### config.mk
export PLATFORM = sky130hd
export DESIGN_NAME = exc_ctrl
export DESIGN_NICKNAME = d
export VERILOG_FILES = /design/src/rtl/exc_ctrl_pkg.sv /design/src/rtl/exc_prio_enc.sv /design/src/rtl/exc_ctrl.sv
export SDC_FILE = /design/constraint.sdc
export NUM_CORES = 1
export LEC_CHECK = 0
export ABC_AREA = 1
export CAP_MARGIN = 20
export CORE_ASPECT_RATIO = 0.8
export CORE_UTILIZATION = 45
export CTS_BUF_LIST = sky130_fd_sc_hd__clkbuf_8
export DETAILED_ROUTE_END_ITERATION = 10
export GPL_TIMING_DRIVEN = 0
export PLACE_DENSITY = 0.83
export SYNTH_ARGS = -nofsm -noshare
export SYNTH_HDL_FRONTEND = slang
export SYNTH_SLANG_ARGS = --single-unit
export TNS_END_PERCENT = 100
### constraint.sdc
create_clock -name clk -period 4.4 [get_ports clk]
set_clock_uncertainty 0.15 [all_clocks]
set_input_delay 1.1 -clock clk [delete_from_list [all_inputs] [get_ports clk]]
set_output_delay 1.1 -clock clk [all_outputs]
set_load 0.01 [all_outputs]
### src/rtl/exc_ctrl_pkg.sv
// Shared definitions for the exception sequencer: cp0 ExcCodes, FSM state encoding,
// bit positions inside the mem_exc flag vector, and the priority-encoder result record.
// No ports; imported by exc_prio_enc and exc_ctrl.
package exc_ctrl_pkg;

  // cp0 Cause.ExcCode values
  localparam logic [4:0] EXC_INT  = 5'h00;
  localparam logic [4:0] EXC_ADEL = 5'h04;
  localparam logic [4:0] EXC_ADES = 5'h05;
  localparam logic [4:0] EXC_SYS  = 5'h08;
  localparam logic [4:0] EXC_BP   = 5'h09;
  localparam logic [4:0] EXC_RI   = 5'h0a;
  localparam logic [4:0] EXC_OV   = 5'h0c;

  // mem_exc = {adel_if, ri, sys, bp, ov, adel_d, ades}
  localparam int EXB_ADEL_IF = 6;
  localparam int EXB_RI      = 5;
  localparam int EXB_SYS     = 4;
  localparam int EXB_BP      = 3;
  localparam int EXB_OV      = 2;
  localparam int EXB_ADEL_D  = 1;
  localparam int EXB_ADES    = 0;

  typedef enum logic [1:0] {
    S_IDLE   = 2'd0,
    S_COMMIT = 2'd1,
    S_REDIR  = 2'd2,
    S_HOLD   = 2'd3
  } state_t;

  typedef struct packed {
    logic       hit;        // some event is pending
    logic [4:0] excode;     // winning ExcCode (don't care for eret)
    logic       is_eret;    // eret won (no exception/interrupt alongside)
    logic       is_if_addr; // fetch-address error won: BadVAddr comes from the PC
  } prio_t;

  // EPC points at the branch when the faulting instruction sits in a delay slot.
  // Wraps modulo 2^32 on purpose.
  function automatic logic [31:0] epc_of(input logic [31:0] pc, input logic bd);
    return bd ? (pc - 32'd4) : pc;
  endfunction

endpackage

### src/rtl/exc_prio_enc.sv
// Purpose: combinational priority pick among interrupt, MEM-stage exception flags and eret.
// Latency: 0 cycles (pure combinational). Backpressure: none, no storage.
// Ports: int_req, mem_exc[6:0], mem_eret in; res (prio_t: hit/excode/is_eret/is_if_addr) out.
module exc_prio_enc
  import exc_ctrl_pkg::*;
(
  input  logic       int_req,
  input  logic [6:0] mem_exc,
  input  logic       mem_eret,
  output prio_t      res
);

  always_comb begin
    res            = '0;
    res.hit        = int_req | (|mem_exc) | mem_eret;
    if (int_req) begin
      res.excode = EXC_INT;
    end else if (mem_exc[EXB_ADEL_IF]) begin
      res.excode     = EXC_ADEL;
      res.is_if_addr = 1'b1;
    end else if (mem_exc[EXB_RI]) begin
      res.excode = EXC_RI;
    end else if (mem_exc[EXB_SYS]) begin
      res.excode = EXC_SYS;
    end else if (mem_exc[EXB_BP]) begin
      res.excode = EXC_BP;
    end else if (mem_exc[EXB_OV]) begin
      res.excode = EXC_OV;
    end else if (mem_exc[EXB_ADEL_D]) begin
      res.excode = EXC_ADEL;
    end else if (mem_exc[EXB_ADES]) begin
      res.excode = EXC_ADES;
    end else if (mem_eret) begin
      // eret only reaches here when nothing else is pending
      res.is_eret = 1'b1;
    end
  end

endmodule

### src/rtl/exc_ctrl.sv
// Purpose: exception/interrupt sequencer in front of cp0: picks the winning MEM-stage event,
//   commits it to cp0 for one cycle, flushes the pipe and hands the new PC to fetch.
// Latency: event sampled in T; exc_valid/flush in T+1; redirect_valid from T+2.
// Backpressure: redirect_valid/redirect_pc held until redirect_ready; flush then stays HOLD_CYCLES.
// Ports: clk, reset (async, active-high); mem_* MEM-stage instruction info; int_req, cp0_bev,
//   cp0_epc from cp0; exc_* commit port to cp0; flush to IF..MEM; redirect_valid/_pc/_ready to fetch.
module exc_ctrl
  import exc_ctrl_pkg::*;
#(
  parameter logic [31:0] VEC_BEV1    = 32'hBFC0_0380,
  parameter logic [31:0] VEC_BEV0    = 32'h8000_0180,
  parameter int          HOLD_CYCLES = 2
) (
  input  logic        clk,
  input  logic        reset,
  input  logic        mem_valid,
  input  logic [31:0] mem_pc,
  input  logic        mem_bd,
  input  logic [6:0]  mem_exc,
  input  logic [31:0] mem_addr,
  input  logic        mem_eret,
  input  logic        int_req,
  input  logic        cp0_bev,
  input  logic [31:0] cp0_epc,
  output logic        exc_valid,
  output logic [4:0]  exc_excode,
  output logic        exc_bd,
  output logic [31:0] exc_epc,
  output logic [31:0] exc_badvaddr,
  output logic        exc_eret,
  output logic        flush,
  output logic        redirect_valid,
  output logic [31:0] redirect_pc,
  input  logic        redirect_ready
);

  localparam int CW = (HOLD_CYCLES < 2) ? 1 : $clog2(HOLD_CYCLES + 1);

  state_t          state, state_n;
  logic [CW-1:0]   cnt, cnt_n;
  prio_t           prio;
  logic            take;
  logic            load;
  logic            exc_valid_n, exc_eret_n, flush_n, redirect_valid_n;

  exc_prio_enc u_prio (
    .int_req  (int_req),
    .mem_exc  (mem_exc),
    .mem_eret (mem_eret),
    .res      (prio)
  );

  assign take = mem_valid & prio.hit;

  // Next state plus next values of the strobes; strobes are registered so every
  // output comes straight from a flop.
  always_comb begin
    state_n          = state;
    cnt_n            = cnt;
    load             = 1'b0;
    exc_eret_n       = 1'b0;
    case (state)
      S_IDLE: begin
        // Events arriving in any other state belong to instructions being flushed.
        if (take) begin
          state_n    = S_COMMIT;
          load       = 1'b1;
          exc_eret_n = prio.is_eret;
        end
      end
      S_COMMIT: state_n = S_REDIR;
      S_REDIR: begin
        if (redirect_ready) begin
          state_n = S_HOLD;
          cnt_n   = CW'(HOLD_CYCLES);
        end
      end
      S_HOLD: begin
        if (cnt <= CW'(1)) begin
          state_n = S_IDLE;
          cnt_n   = '0;
        end else begin
          cnt_n = cnt - CW'(1);
        end
      end
      default: state_n = S_IDLE;
    endcase
    exc_valid_n      = (state_n == S_COMMIT);
    flush_n          = (state_n != S_IDLE);
    redirect_valid_n = (state_n == S_REDIR);
  end

  always_ff @(posedge clk or posedge reset) begin
    if (reset) begin
      state          <= S_IDLE;
      cnt            <= '0;
      exc_valid      <= 1'b0;
      exc_eret       <= 1'b0;
      flush          <= 1'b0;
      redirect_valid <= 1'b0;
    end else begin
      state          <= state_n;
      cnt            <= cnt_n;
      exc_valid      <= exc_valid_n;
      exc_eret       <= exc_eret_n;
      flush          <= flush_n;
      redirect_valid <= redirect_valid_n;
    end
  end

  // Commit payload and redirect target are captured in the take cycle and held
  // stable through COMMIT/REDIRECT, independent of later cp0_epc/cp0_bev changes.
  always_ff @(posedge clk or posedge reset) begin
    if (reset) begin
      exc_excode   <= '0;
      exc_bd       <= 1'b0;
      exc_epc      <= '0;
      exc_badvaddr <= '0;
      redirect_pc  <= '0;
    end else if (load) begin
      exc_excode   <= prio.excode;
      exc_bd       <= mem_bd;
      exc_epc      <= epc_of(mem_pc, mem_bd);
      exc_badvaddr <= prio.is_if_addr ? mem_pc : mem_addr;
      redirect_pc  <= prio.is_eret ? cp0_epc : (cp0_bev ? VEC_BEV1 : VEC_BEV0);
    end
  end

endmodule

==> summary.md <==
| Metric | Value |
|---|---|
| Post-layout util | 68.4% |
| Die W | 124 um |
| DR pass1 iterations | 5 |
| Number of diodes | 0 |
| Final setup vio count | 0 |
| Yosys reg bits | 109 |
| Number of core rows | 35 |
| Final Hold Viols | 0 |
| Worst Hold Class | reg2reg |
| Synth area leader | dfrtp_1 |
| I/O Buffers | 215 |
| DRC errors left | 0 |
| Max transition margin | 57.6% |
| Count of final max-slew check failures | 0 |
| Fill cells | 999 |
| Hold Buf Count CTS | 0 |
| Main combinational cell family by area after synthesis | simple AND/OR/NAND/NOR gates |
| Adder-cell share of the synthesized area | 0.235% |
| Syn Area/Cell | 7.57 um^2 |
| Final HPWL DP | 13,100 um |
| Cts repair resizes | 0 |
| Share of cells above drive strength 1 | 5.45% |
| Clk pin slew, worst setup/hold paths | 0.11 ns |
| Clock share of power | 15.4% |
| Number of H-tree levels | 3 |
| Reg2reg start | state[1]$_DFF_PP0_ |
| Worst setup startpoint | mem_pc[3] |
| Leakage | 3.82 nW |
| Compound-gate portion of the synthesized area | 5.68% |
| Via count | 5,408 |
| P&R area growth vs syn | 47.7% |
| Antenna violations before repair | 0 |
| Clock latency on the worst-skew pair | 0.38 ns |
| CTS max path bufs | 2 |
| Crit path max fanout | 10 |
| DRT antenna net count | 0 |
| Mux cell area share after synthesis | 1.46% |
| Boundary Pins | 217 |
| Crit-path max cell delay | 0.45 ns |
| CTS tree | done |
| Least-Margin Pin Slew | 0.634 ns |
| Sequential power share | 41.5% |
| Die H | 99.4 um |
| Post-CTS Setup Inserts | 0 |
| Switching portion of total power | 35.4% |
| Crit path launch type | input pin |
| Slowest cell on crit path | clkdlybuf4s50_1 |
| Setup CP Type | in2reg |
| Crit path capture type | flop |
| Tmin final | 2.81 ns |
| Yosys cell types | 30 |
| Initial drt markers | 372 |
| CTS Buf Count | 9 |
| Maximum vdd ir drop | 322 uV |
| Combinational power share | 43.1% |
| Mapped Nets | 816 |
| Period utilisation layout | 63.9% |
| Fmax | 0.356 GHz |
| Fin Hold WS | 0.329 ns |
| Sequential area share after synthesis | 51.2% |
| Starting Density | 46.3% |
| Unrepaired setup endpoints after global routing | no |
| Final wirelength | 17,000 um |
| Core area | 0.0115 mm^2 |
| Total track usage | 28.3% |
| Clock Sink Count | 109 |
| Post-Synthesis Cells | 704 |
| Synth top area share | 51.2% |
| Area share of and/or/nand/nor cells after synthesis | 33.4% |
| WL per Instance | 15.7 um |
| Worst path cell trace | clkdlybuf4s50_1, inv_1, ha_1, nand2_1, inv_2, nand3_2, nor2_2, buf_2, nand3_1, nand2_1, nand3_1, nand2_1 |
| NumNets Final | 1,043 |
| Largest net degree at the start of global routing | 65 |
| Xor and xnor area share after synthesis | 1.64% |
| Net Sw Power | 1.33 mW |
| Synthesis warning total | 0 |
| Outcome | finished clean |
| Worst reg2reg path endpoint | exc_epc[11]$_DFFE_PP0P_ |
| Setup crit end | exc_epc[30]$_DFFE_PP0P_ |
| Pwr dens | 476 mW/mm^2 |
| Drt via density | 4.99 |
| Vias in the first global route | 5,095 |
| Area contributors post-synth | dfrtp_1 51%, nand2_1 23%, nand3_1 5.1%, nor2_1 3.7%, o21ai_0 3.1% |
| Worst reg2reg setup slack | 2.37 ns |
| Int Pwr | 2.42 mW |
| Die area | 0.0123 mm^2 |
| First-pass GRT wire length | 26,200 um |
| CP arrival | 2.99 ns |
| Req. time, crit path | 4.58 ns |
| Worst reg2reg path depth | 6 |
| Cell area after synthesis | 0.00533 mm^2 |
| Placed insts | 1,068 |
| Most used cell, CP | nand2_1 |
| Max Cap Violations | 0 |
| Final std cells w/o fill | 1,084 |
| GP Congestion | 0.982 |
| Grt ovf | 0 |
| CTS root buf | clkbuf_8 |
==> layer usage <==
layer | track usage [%] | part of all wire [%]
met5 | 0 | 0
met4 | 10.2 | 3.2
met3 | 6.54 | 7.6
met2 | 42.7 | 44
met1 | 39.6 | 45
==> power by group through the flow <==
stage          Sequential (mW)  Combinational [mW]  Clock (mW)
2_1_floorplan             1.70               0.505           0
3_3_place_gp              1.56                1.58           0
3_5_place_dp              1.56                1.62           0
4_1_cts                   1.55                1.63       0.585
5_1_grt                   1.60                1.77       0.622
6_report                  1.55                1.62       0.578
==> stage by stage <==
step	instance area, um^2	power, mW	setup WS [ns]	TNS, ns
after floorplan	5330	2.21	0.276	0
after global placement	7670	3.14	-1.35	-146.02
after detailed placement	7700	3.18	1.25	0
after CTS	7870	3.76	1.62	0
after global routing	7870	3.99	1.42	0
final	7870	3.75	1.59	0
==> worst min-delay path by stage <==
stage / startpoint / end / slack (ns) / cells past startpoint
6_report: cnt[0]$_DFFE_PP0P_ / cnt[0]$_DFFE_PP0P_ / 0.33 / 1
5_1_grt: exc_badvaddr[30]$_DFFE_PP0P_ / exc_badvaddr[30]$_DFFE_PP0P_ / 0.34 / 2
4_1_cts: cnt[0]$_DFFE_PP0P_ / cnt[0]$_DFFE_PP0P_ / 0.33 / 1
3_5_place_dp: exc_badvaddr[30]$_DFFE_PP0P_ / exc_badvaddr[30]$_DFFE_PP0P_ / 0.31 / 2
3_3_place_gp: redirect_pc[18]$_DFFE_PP0P_ / redirect_pc[18]$_DFFE_PP0P_ / 0.30 / 2
2_1_floorplan: cnt[0]$_DFFE_PP0P_ / cnt[0]$_DFFE_PP0P_ / 0.30 / 1
==> synth_stat cells <==
| master | n |
|---|---|
| nand2_1 | 325 |
| dfrtp_1 | 109 |
| nand3_1 | 54 |
| nor2_1 | 52 |
| inv_1 | 40 |
| o21ai_0 | 33 |
| o21ai_1 | 13 |
| buf_2 | 12 |
| xor2_1 | 10 |
| buf_4 | 9 |
| clkbuf_1 | 7 |
| nand4_1 | 7 |
| mux2_1 | 5 |
| inv_2 | 4 |
| nor2_2 | 4 |
| a21oi_1 | 3 |
| o22a_1 | 3 |
| clkinv_1 | 2 |
| a21oi_4 | 1 |
| and2_1 | 1 |
| buf_6 | 1 |
| conb_1 | 1 |
| ha_1 | 1 |
| mux2_2 | 1 |
| mux2i_1 | 1 |
| nand3_2 | 1 |
| nor3_1 | 1 |
| o211ai_1 | 1 |
| o31ai_1 | 1 |
| or2_1 | 1 |
==> flip-flops by register name, summed over array words and instances (netlist names) <==
| signal | flops |
|---|---|
| cnt | 2 |
| exc_badvaddr | 32 |
| exc_bd | 1 |
| exc_epc | 32 |
| exc_eret | 1 |
| exc_excode | 4 |
| exc_valid | 1 |
| flush | 1 |
| redirect_pc | 32 |
| redirect_valid | 1 |
| state | 2 |
==> kinds of logic after synthesis <==
kind of cell	after synthesis
muxes	7
AOI/OAI and AO/OA	55
DFF	109
xor gates and xnor gates	10
adders and majority gates	1
buffers and inverters	75
other	1
and+or+nand+nor	446
==> area by class of cell <==
cell class | instances | area, um^2 | share of cell area, %
timing repair buffer | 216 | 2180 | 27.7
multi-input combinational | 520 | 2270 | 28.8
sequential | 109 | 2730 | 34.6
buffer | 29 | 165 | 2.10
clock inverter | 7 | 50.0 | 0.636
tap | 148 | 185 | 2.35
clock buffer | 9 | 124 | 1.57
inverter | 46 | 175 | 2.23
==> layout by cell type (no fill, tap or decap), types with 2 or more instances in the layout <==
master,instances
clkinvlp_4,2
nor2_1,52
nor2_2,4
nand4_1,7
dfrtp_1,109
clkinv_1,2
buf_4,9
buf_2,12
o21ai_0,33
o22a_1,3
inv_1,39
nand3_1,54
clkdlybuf4s50_1,215
a21oi_1,3
mux2_1,5
clkbuf_8,9
xor2_1,10
inv_2,4
nand2_1,325
clkbuf_1,7
clkinv_2,3
o21ai_1,13
==> critical path: cells and delay by family <==
| kind | cells | cell delay [ns] |
|---|---|---|
| adders and majority gates | 1 | 0.16 |
| and+or+nand+nor | 7 | 0.80 |
| buffers and inverters | 4 | 0.92 |
(Power assumes the default switching activity.)
